===== config.mk =====
export PLATFORM = sky130hd
export DESIGN_NAME = div_rr_scheduler_flat
export DESIGN_NICKNAME = d
export VERILOG_FILES = /design/src/rtl/div_sched_pkg.sv /design/src/rtl/div_rr_scheduler_if.sv /design/src/rtl/rr_arbiter.sv /design/src/rtl/div_rr_scheduler.sv /design/src/flat_wrapper.sv
export SDC_FILE = /design/constraint.sdc
export NUM_CORES = 1
export LEC_CHECK = 0
export ABC_CLOCK_PERIOD_IN_PS = 4900
export BUFFER_PORTS_ARGS = -buffer_cell sky130_fd_sc_hd__buf_2
export CAP_MARGIN = 20
export CORE_MARGIN = 8
export CORE_UTILIZATION = 45
export CTS_BUF_LIST = sky130_fd_sc_hd__clkbuf_4 sky130_fd_sc_hd__clkbuf_8
export CTS_CLUSTER_SIZE = 40
export DETAILED_ROUTE_END_ITERATION = 7
export PLACE_DENSITY = 0.83
export SLEW_MARGIN = 10
export SYNTH_ARGS = -nofsm -noshare
export SYNTH_HDL_FRONTEND = slang
export SYNTH_SLANG_ARGS = --single-unit

===== constraint.sdc =====
create_clock -name clk -period 4.9 [get_ports clk]
set_input_delay 0.735 -clock clk [delete_from_list [all_inputs] [get_ports clk]]
set_output_delay 0.735 -clock clk [all_outputs]
set_load 0.05 [all_outputs]

===== src/rtl/div_sched_pkg.sv =====
// Shared types and constants for the round-robin divider scheduler.
package div_sched_pkg;

    localparam int WIDTH_DEF   = 16;
    localparam int NUM_REQ_MAX = 4;

    typedef enum logic [2:0] {
        ST_IDLE   = 3'd0,
        ST_ARB    = 3'd1,
        ST_LOAD_A = 3'd2,
        ST_LOAD_B = 3'd3,
        ST_SUB    = 3'd4,
        ST_RESP   = 3'd5
    } state_e;

    // Folds (pointer + offset) back into 0..n-1. The operand never reaches 2n,
    // so a single conditional subtract is enough.
    function automatic logic [1:0] rr_wrap(input logic [2:0] sum, input logic [2:0] n);
        logic [2:0] w;
        w = (sum >= n) ? (sum - n) : sum;
        return w[1:0];
    endfunction

endpackage


===== src/rtl/div_rr_scheduler_if.sv =====
// Requester-side bundle: request levels, operands and the completion response.
interface div_rr_scheduler_if
    import div_sched_pkg::*;
#(
    parameter int NUM_REQ = NUM_REQ_MAX,
    parameter int WIDTH   = WIDTH_DEF
);
    logic [NUM_REQ-1:0]       req;
    logic [NUM_REQ*WIDTH-1:0] req_dividend;
    logic [NUM_REQ*WIDTH-1:0] req_divisor;
    logic [NUM_REQ-1:0]       ack;
    logic [WIDTH-1:0]         quotient;
    logic [WIDTH-1:0]         remainder;
    logic                     err;
    logic                     busy;
    logic [1:0]               grant_id;

    modport master (
        output req, req_dividend, req_divisor,
        input  ack, quotient, remainder, err, busy, grant_id
    );

    modport slave (
        input  req, req_dividend, req_divisor,
        output ack, quotient, remainder, err, busy, grant_id
    );
endinterface


===== src/rtl/rr_arbiter.sv =====
// Round-robin pick: nearest active requester strictly after the last owner, with wrap.
module rr_arbiter
    import div_sched_pkg::*;
#(
    parameter int NUM_REQ = NUM_REQ_MAX
) (
    input  logic [NUM_REQ-1:0] req_i,
    input  logic [1:0]         last_i,
    output logic [1:0]         grant_o,
    output logic               valid_o
);

    logic [1:0] cand_s;
    logic       hit_s;

    // Walk offsets from farthest to nearest so the closest hit overwrites earlier ones
    always_comb begin
        grant_o = 2'd0;
        valid_o = 1'b0;
        cand_s  = 2'd0;
        hit_s   = 1'b0;
        for (int i = NUM_REQ; i >= 1; i--) begin
            cand_s  = rr_wrap({1'b0, last_i} + 3'(i), 3'(NUM_REQ));
            hit_s   = req_i[cand_s];
            grant_o = hit_s ? cand_s : grant_o;
            valid_o = valid_o | hit_s;
        end
    end

endmodule


===== src/rtl/div_rr_scheduler.sv =====
// Shares one external repeated-subtraction divider between up to four
// requesters. Owner is picked round-robin, operands are latched at grant,
// and the result returns as a one-cycle ack to that owner.
module div_rr_scheduler
    import div_sched_pkg::*;
#(
    parameter int NUM_REQ = NUM_REQ_MAX,
    parameter int WIDTH   = WIDTH_DEF
) (
    input  logic              clk,
    input  logic              rst,
    div_rr_scheduler_if.slave bus,
    output logic              LdA,
    output logic              LdB,
    output logic              LdD,
    output logic              clrCount,
    output logic              incCount,
    output logic              s,
    output logic [WIDTH-1:0]  data_in,
    input  logic              lesser,
    input  logic [WIDTH-1:0]  count,
    input  logic [WIDTH-1:0]  a_val
);

    localparam logic [NUM_REQ-1:0] ACK_ONE = {{(NUM_REQ-1){1'b0}}, 1'b1};

    state_e             state_q;
    logic [1:0]         owner_q;
    logic [1:0]         last_q;
    logic [WIDTH-1:0]   dividend_q;
    logic [WIDTH-1:0]   divisor_q;
    logic [NUM_REQ-1:0] ack_q;
    logic [WIDTH-1:0]   quotient_q;
    logic [WIDTH-1:0]   remainder_q;
    logic               err_q;
    logic               busy_q;

    logic [1:0]         grant_s;
    logic               grant_valid_s;
    logic [WIDTH-1:0]   win_dividend_s;
    logic [WIDTH-1:0]   win_divisor_s;

    rr_arbiter #(.NUM_REQ(NUM_REQ)) u_arb (
        .req_i   (bus.req),
        .last_i  (last_q),
        .grant_o (grant_s),
        .valid_o (grant_valid_s)
    );

    // Select the operand slices of the requester the arbiter is proposing
    always_comb begin
        win_dividend_s = '0;
        win_divisor_s  = '0;
        for (int i = 0; i < NUM_REQ; i++) begin
            win_dividend_s = (grant_s == 2'(i)) ? bus.req_dividend[i*WIDTH +: WIDTH] : win_dividend_s;
            win_divisor_s  = (grant_s == 2'(i)) ? bus.req_divisor[i*WIDTH +: WIDTH]  : win_divisor_s;
        end
    end

    // Control FSM with registered response outputs; ack is a single-cycle pulse during RESP
    always_ff @(posedge clk) begin
        if (rst) begin
            state_q     <= ST_IDLE;
            owner_q     <= 2'd0;
            last_q      <= 2'(NUM_REQ - 1);
            dividend_q  <= '0;
            divisor_q   <= '0;
            ack_q       <= '0;
            quotient_q  <= '0;
            remainder_q <= '0;
            err_q       <= 1'b0;
            busy_q      <= 1'b0;
        end else begin
            ack_q <= '0;
            case (state_q)
                ST_IDLE: begin
                    if (|bus.req) begin
                        state_q <= ST_ARB;
                        busy_q  <= 1'b1;
                    end else begin
                        state_q <= ST_IDLE;
                        busy_q  <= 1'b0;
                    end
                end
                ST_ARB: begin
                    if (grant_valid_s) begin
                        owner_q    <= grant_s;
                        last_q     <= grant_s;
                        dividend_q <= win_dividend_s;
                        divisor_q  <= win_divisor_s;
                        if (win_divisor_s == '0) begin
                            // Divide-by-zero short-circuits straight to the response
                            state_q     <= ST_RESP;
                            ack_q       <= ACK_ONE << grant_s;
                            err_q       <= 1'b1;
                            quotient_q  <= '1;
                            remainder_q <= win_dividend_s;
                        end else begin
                            state_q <= ST_LOAD_A;
                        end
                    end else begin
                        // Request vanished before arbitration; nothing to serve
                        state_q <= ST_IDLE;
                        busy_q  <= 1'b0;
                    end
                end
                ST_LOAD_A: state_q <= ST_LOAD_B;
                ST_LOAD_B: state_q <= ST_SUB;
                ST_SUB: begin
                    if (lesser) begin
                        state_q     <= ST_RESP;
                        ack_q       <= ACK_ONE << owner_q;
                        err_q       <= 1'b0;
                        quotient_q  <= count;
                        remainder_q <= a_val;
                    end else begin
                        state_q <= ST_SUB;
                    end
                end
                ST_RESP: begin
                    state_q     <= ST_IDLE;
                    busy_q      <= 1'b0;
                    err_q       <= 1'b0;
                    quotient_q  <= '0;
                    remainder_q <= '0;
                end
                default: begin
                    state_q <= ST_IDLE;
                    busy_q  <= 1'b0;
                end
            endcase
        end
    end

    // Datapath controls decode from the state register; SUB also needs the live
    // lesser compare, so it cannot be registered without costing a cycle per step
    always_comb begin
        LdA      = 1'b0;
        LdB      = 1'b0;
        LdD      = 1'b0;
        clrCount = 1'b0;
        incCount = 1'b0;
        s        = 1'b0;
        data_in  = '0;
        case (state_q)
            ST_LOAD_A: begin
                data_in  = dividend_q;
                LdA      = 1'b1;
                clrCount = 1'b1;
            end
            ST_LOAD_B: begin
                data_in = divisor_q;
                LdB     = 1'b1;
            end
            ST_SUB: begin
                if (lesser) begin
                    LdD = 1'b1;
                end else begin
                    s        = 1'b1;
                    LdA      = 1'b1;
                    incCount = 1'b1;
                end
            end
            default: begin
                data_in = '0;
            end
        endcase
    end

    assign bus.ack       = ack_q;
    assign bus.quotient  = quotient_q;
    assign bus.remainder = remainder_q;
    assign bus.err       = err_q;
    assign bus.busy      = busy_q;
    assign bus.grant_id  = owner_q;

endmodule


===== src/flat_wrapper.sv =====
// flat-port wrapper written by rule: the top's interface ports become plain ports
module div_rr_scheduler_flat import div_sched_pkg::*;
#(
    parameter int NUM_REQ = NUM_REQ_MAX,
    parameter int WIDTH   = WIDTH_DEF
)
  (clk, rst, LdA, LdB, LdD, clrCount, incCount, s, data_in, lesser, count, a_val, bus_req, bus_req_dividend, bus_req_divisor, bus_ack, bus_quotient, bus_remainder, bus_err, bus_busy, bus_grant_id);
  div_rr_scheduler_if #(.NUM_REQ(NUM_REQ), .WIDTH(WIDTH)) bus_i ();
  input  logic clk;
  input  logic rst;
  output logic LdA;
  output logic LdB;
  output logic LdD;
  output logic clrCount;
  output logic incCount;
  output logic s;
  output logic [WIDTH-1:0] data_in;
  input  logic lesser;
  input  logic [WIDTH-1:0] count;
  input  logic [WIDTH-1:0] a_val;
  input wire logic [$bits(bus_i.req)-1:0] bus_req;
  input wire logic [$bits(bus_i.req_dividend)-1:0] bus_req_dividend;
  input wire logic [$bits(bus_i.req_divisor)-1:0] bus_req_divisor;
  output wire logic [$bits(bus_i.ack)-1:0] bus_ack;
  output wire logic [$bits(bus_i.quotient)-1:0] bus_quotient;
  output wire logic [$bits(bus_i.remainder)-1:0] bus_remainder;
  output wire logic [$bits(bus_i.err)-1:0] bus_err;
  output wire logic [$bits(bus_i.busy)-1:0] bus_busy;
  output wire logic [$bits(bus_i.grant_id)-1:0] bus_grant_id;
  assign bus_i.req = bus_req;
  assign bus_i.req_dividend = bus_req_dividend;
  assign bus_i.req_divisor = bus_req_divisor;
  assign bus_ack = bus_i.ack;
  assign bus_quotient = bus_i.quotient;
  assign bus_remainder = bus_i.remainder;
  assign bus_err = bus_i.err;
  assign bus_busy = bus_i.busy;
  assign bus_grant_id = bus_i.grant_id;
  div_rr_scheduler #(.NUM_REQ(NUM_REQ), .WIDTH(WIDTH)) u_core (.clk(clk), .rst(rst), .bus(bus_i), .LdA(LdA), .LdB(LdB), .LdD(LdD), .clrCount(clrCount), .incCount(incCount), .s(s), .data_in(data_in), .lesser(lesser), .count(count), .a_val(a_val));
endmodule

==> flow_summary.toml, run 1 <==
[outcome]
status = "complete, no violations"

[sta]
period_needed_ps = 4130
maxSlewHeadroom_pct = 26.8
max_freq_mhz = 242
worst_slew_pin_slew_ps = 1090
hold_viol = 0
rsz0062_at_grt = "no"
finClkSkew_ps = 13.5
setup_viol = 0
timing.final.crit_share_pct = 84.2
final_max_slew_viol_count = 0
tns_ps = 0

[die]
start_util_pct = 46.1
core_um2 = 10200
chipHeight_um = 118
pin_count = 229
fp.dieArea_um2 = 14000
rows = 37
die_w_um = 118

[setup_path]
critPathCapture = "LdD"
criticalPathCategory = "reg -> out"
r2r_slack_ps = 960
reg2reg_depth = 7
crit_start = "u_core.state_q[2]"
critPathMaxFanout = 34
crit_arrival_ps = 3390
start_kind = "register"
reg2reg_to = "u_core.bus.remainder[4]"
cp_data_required_time_ps = 4160
rr_startpoint = "u_core.state_q[2]"
crit_path_end_kind = "output pin"

[layout]
layout_commonest_cell = "buf_2"
n_antenna_cell = 0
fin_nets = 956
regArea_um2 = 1540
drive_above_1_share_pct = 35.0
fillers = 977
area_growth_pct = 28.9
utilization_pct = 59.4
multiInputGateArea_um2 = 2900
final_cell_mix = "buf_2, a21oi_1, dfxtp_1"

[yosys]
synth_largest_area_cell = "dfxtp_1"
yosys_warnings = 0
syn_area_um2 = 4710
syn_inst = 594
synth.avg_cell_area_um2 = 7.94
ys_types = 40
synthFlopType = "dfxtp_1"
synth_seq_cells = 77
syn-num-nets = 761
synth_top_area_share_pct = 32.7
synth_edf_count = 0
async_reset_ff_share_pct = 0
synth_area_leaders = "dfxtp_1, mux2i_1, a21oi_1"
yosysSeqAreaShare_pct = 32.7

[cts]
cts_inserted_buffers = 9
postCtsSetupBuffers = 0
clockBufferDepth = 2
root_buffer = "clkbuf_8"
clk_latency_ps = 350
htreeDepth = 3
ctsResizeCount = 0
clock-sinks = 77
clk_pin_slew_ps = 90
holdBufCountCts = 0
cts_tree = "built"

[global_route]
grt_usage_pct = 21.7
antenna_found_initial = 0
grt_pass1_wl_um = 25100
grt_max_degree = 49
grt_pass1_vias = 4923
grt_overflow = 0

[power_and_ir_drop]
sw_frac_of_total_pct = 34.6
irDropWorstVdd_uv = 189
intPower_mw = 1.17
p_comb_share_pct = 31.1
cellLeakagePower_nw = 2.75
powerDensity_nw_per_um2 = 293
seqPwrFrac_pct = 39.0
p_clk_share_pct = 29.9
finalPower_mw = 1.78
switchingPower_mw = 0.617

[placement]
gp_congestion = 0.887
hpwl_um = 12600
port_buffers = 228

[routing]
detail_route.vias_per_cell = 5.59
wl_um = 16200
drtPass1Iterations = 6
wire_per_inst_um = 17.5
ant_nets = 0
drc = 0
vias = 5201
drtIter0Drc = 389

[hold_path]
hold_path.class = "reg -> reg"

[flow_run]
max_cap_viol_count = 0
layer usage:
metal / global-route usage [%] / part of all wire, % / wire length [um]
met1: 27.0 / 43 / 7020
met4: 6.24 / 1.7 / 280
met3: 5.33 / 7.0 / 1140
met5: 0 / 0 / 0
met2: 36.4 / 48 / 7790
flip-flops by register name, indices dropped and copies added, names as in the netlist:
name	count
u_core.divisor_q	16
u_core.bus.err	1
u_core.dividend_q	16
u_core.bus.remainder	16
u_core.last_q	2
u_core.bus.quotient	16
u_core.bus.grant_id	2
u_core.bus.busy	1
u_core.state_q	3
u_core.bus.ack	4
Yosys cell counts (all sizes together), types with 2 or more instances:
master,number
nand2b,5
buf,17
nor2,77
a21oi,86
a22o,17
o21ai,22
nor2b,17
a211o,16
a21o,2
nand3,2
nor4,7
nand2,74
a221oi,17
mux2i,65
a211oi,33
inv,4
dfxtp,77
nor3,5
clkbuf,38
how the worst min path moves through the flow:
| stage | from | slack [ps] | depth (start not counted) | to |
|---|---|---|---|---|
| after floorplan | u_core.dividend_q[0] | 440 | 2 | u_core.dividend_q[0] |
| after global placement | u_core.dividend_q[5] | 440 | 2 | u_core.dividend_q[5] |
| after detailed placement | u_core.dividend_q[5] | 450 | 2 | u_core.dividend_q[5] |
| after CTS | u_core.dividend_q[5] | 460 | 2 | u_core.dividend_q[5] |
| after global routing | u_core.dividend_q[2] | 490 | 2 | u_core.dividend_q[2] |
| final | u_core.dividend_q[6] | 460 | 2 | u_core.dividend_q[6] |
through the flow:
| step | cells | worst slack (ps) | instance area (um2) | hold slack [ps] |
|---|---|---|---|---|
| final | 930 | 773 | 6080 | 458 |
| after global routing | 930 | 528 | 6080 | 487 |
| after CTS | 930 | 825 | 6080 | 459 |
| after detailed placement | 914 | 1070 | 5850 | 446 |
| after global placement | 914 | 1210 | 5850 | 441 |
| after floorplan | 594 | 1810 | 4710 | 436 |
worst max-delay path, cell delays in order, from the launching register on:
cell     delay, ps
dfxtp_1        910
inv_1          580
nor2_2         200
buf_4          340
nand2_1        470
nor2_1         240
buf_2          300
area by class of cell:
| type | instances | share of cell area (%) |
|---|---|---|
| inverters | 5 | 0.309 |
| well taps | 136 | 2.80 |
| multi-input cells | 457 | 47.7 |
| clock inverters | 7 | 1.63 |
| flip-flops and latches | 77 | 25.4 |
| repair buffers | 239 | 20.1 |
| clock buffers | 9 | 2.04 |
logic make-up (layout without fill, tap and decap cells):
family,after synthesis,after routing,synth area share (%)
muxes,65,65,13.8
DFF,77,77,32.7
and+or+nand+nor,193,193,18.2
AOI/OAI and AO/OA,199,199,29.0
buffers and inverters,60,260,6.32
power groups by stage:
stage                     Clock [mW]  Sequential [mW]  Combinational, mW
after floorplan                    0            0.726              0.372
after global placement             0            0.708              0.547
after detailed placement           0            0.709              0.554
after CTS                      0.541            0.694              0.555
after global routing           0.573            0.699              0.605
final                          0.533            0.695              0.555
Power figures use the tool's default switching activity.
==> inputs of run 2 (changes only) <==
Settings changed: ABC_CLOCK_PERIOD_IN_PS 4900 to 3890.
Clock period 4.9 ns to 3.89 ns, I/O delays scaled along.
==> flow_summary.toml, run 2 (same netlist as run 1, synthesis figures left out) <==
[die]
core_um2 = 10200
pin_count = 229
chipHeight_um = 118
die_w_um = 118
start_util_pct = 46.1
rows = 37
fp.dieArea_um2 = 14000

[global_route]
grt_pass1_wl_um = 25600
grt_max_degree = 49
grt_pass1_vias = 4908
grt_usage_pct = 22.4
antenna_found_initial = 0
grt_overflow = 0

[cts]
clock-sinks = 77
root_buffer = "clkbuf_8"
cts_inserted_buffers = 9
ctsResizeCount = 0
htreeDepth = 3
clockBufferDepth = 2
postCtsSetupBuffers = 0
clk_latency_ps = 350
clk_pin_slew_ps = 90
holdBufCountCts = 0
cts_tree = "built"

[sta]
period_needed_ps = 3240
max_freq_mhz = 309
finClkSkew_ps = 6.83
tns_ps = 0
hold_viol = 0
timing.final.crit_share_pct = 83.3
maxSlewHeadroom_pct = 30.7
setup_viol = 0
final_max_slew_viol_count = 0
finalWorstSetupSlack_ps = 649
worst_slew_pin_slew_ps = 1040
rsz0062_at_grt = "no"

[placement]
place_inst = 916
gp_congestion = 0.872
preCtsSetupSlack_ps = 404
hpwl_um = 12900
port_buffers = 228

[hold_path]
min_path_cells = 2
hold_start = "u_core.divisor_q[10]"
hold_path.class = "reg -> reg"
hold_end = "u_core.divisor_q[10]"

[routing]
detail_route.vias_per_cell = 5.52
drtPass1Iterations = 8
ant_nets = 0
drc = 2
wire_per_inst_um = 18.2
vias = 5149
drtIter0Drc = 374
wl_um = 16900

[layout]
final_cell_count_no_fill = 932
n_antenna_cell = 0
fillers = 978
drive_above_1_share_pct = 35.2
fin_nets = 958
final_cell_mix = "buf_2, a21oi_1, dfxtp_1"
area_growth_pct = 30.0
layout_commonest_cell = "buf_2"

[flow_run]
max_cap_viol_count = 0

[power_and_ir_drop]
irDropWorstVdd_uv = 232
cellLeakagePower_nw = 2.77
finalPower_mw = 2.33
powerDensity_nw_per_um2 = 380

[outcome]
status = "complete, but fails checks"
violations = "DRC"

[setup_path]
critPathMaxFanout = 19
reg2reg_depth = 8
reg2reg_to = "u_core.bus.remainder[3]"
r2r_slack_ps = 700
criticalPathCategory = "reg -> out"
start_kind = "register"
cp_data_required_time_ps = 3310
rr_startpoint = "u_core.last_q[1]"
crit_arrival_ps = 2660
crit_path_end_kind = "output pin"
-- run 2: cell types whose count changed in the layout (fill, tap and decap cells not counted), sizes merged --
cell      before  now
buf          239  241
clkinvlp       1    2
bufinv         2    3
clkinv         4    2
-- run 2: through the flow --
stage | area [um2] | util, % | hold WS, ps
after floorplan | 4710 | - | 436
after global placement | 5880 | 57.5 | 442
after detailed placement | 5880 | 57.5 | 446
after CTS | 6130 | 59.9 | 458
after global routing | 6130 | 59.9 | 478
final | 6130 | 59.9 | 461
-- run 2: layout make-up --
class                           instances  area, um2  share of cell area, %
Inverter                                5       18.8                  0.306
Clock buffer                            9        124                   2.02
Sequential cell                        77       1540                   25.2
Clock inverter                          7        123                   2.00
Timing Repair Buffer                  241       1250                   20.4
Multi-Input combinational cell        457       2900                   47.3
Tap cell                              136        170                   2.78
-- run 2: power breakdown --
part | internal (mW) | switching [mW] | leakage (nW)
clock | 0.429 | 0.310 | 0.116
sequential | 0.837 | 0.0344 | 0.626
combinational | 0.272 | 0.445 | 2.03
-- run 2: worst max-delay path by stage --
stage | from | end | cells after the start
after floorplan | u_core.state_q[0] | LdA | 4
after global placement | bus_req[3] | u_core.bus.remainder[8] | 9
after detailed placement | bus_req[3] | u_core.bus.remainder[5] | 9
after CTS | u_core.state_q[0] | data_in[0] | 4
after global routing | u_core.state_q[0] | data_in[14] | 4
final | u_core.state_q[0] | data_in[0] | 4
-- run 2: per-layer routing --
metal,GRT usage (%),wire [um],up-vias
met5,0,0,-
met2,37.3,8150,212
met3,7.47,1470,19
met4,5.84,314,0
li1,-,-,2537
met1,27.1,6980,2381
-- run 2: critical path: stages, from the launching register on --
cell and delay (ps):
dfxtp_1 340, clkinv_1 420, nor3_2 980, a22o_1 290, buf_2 270
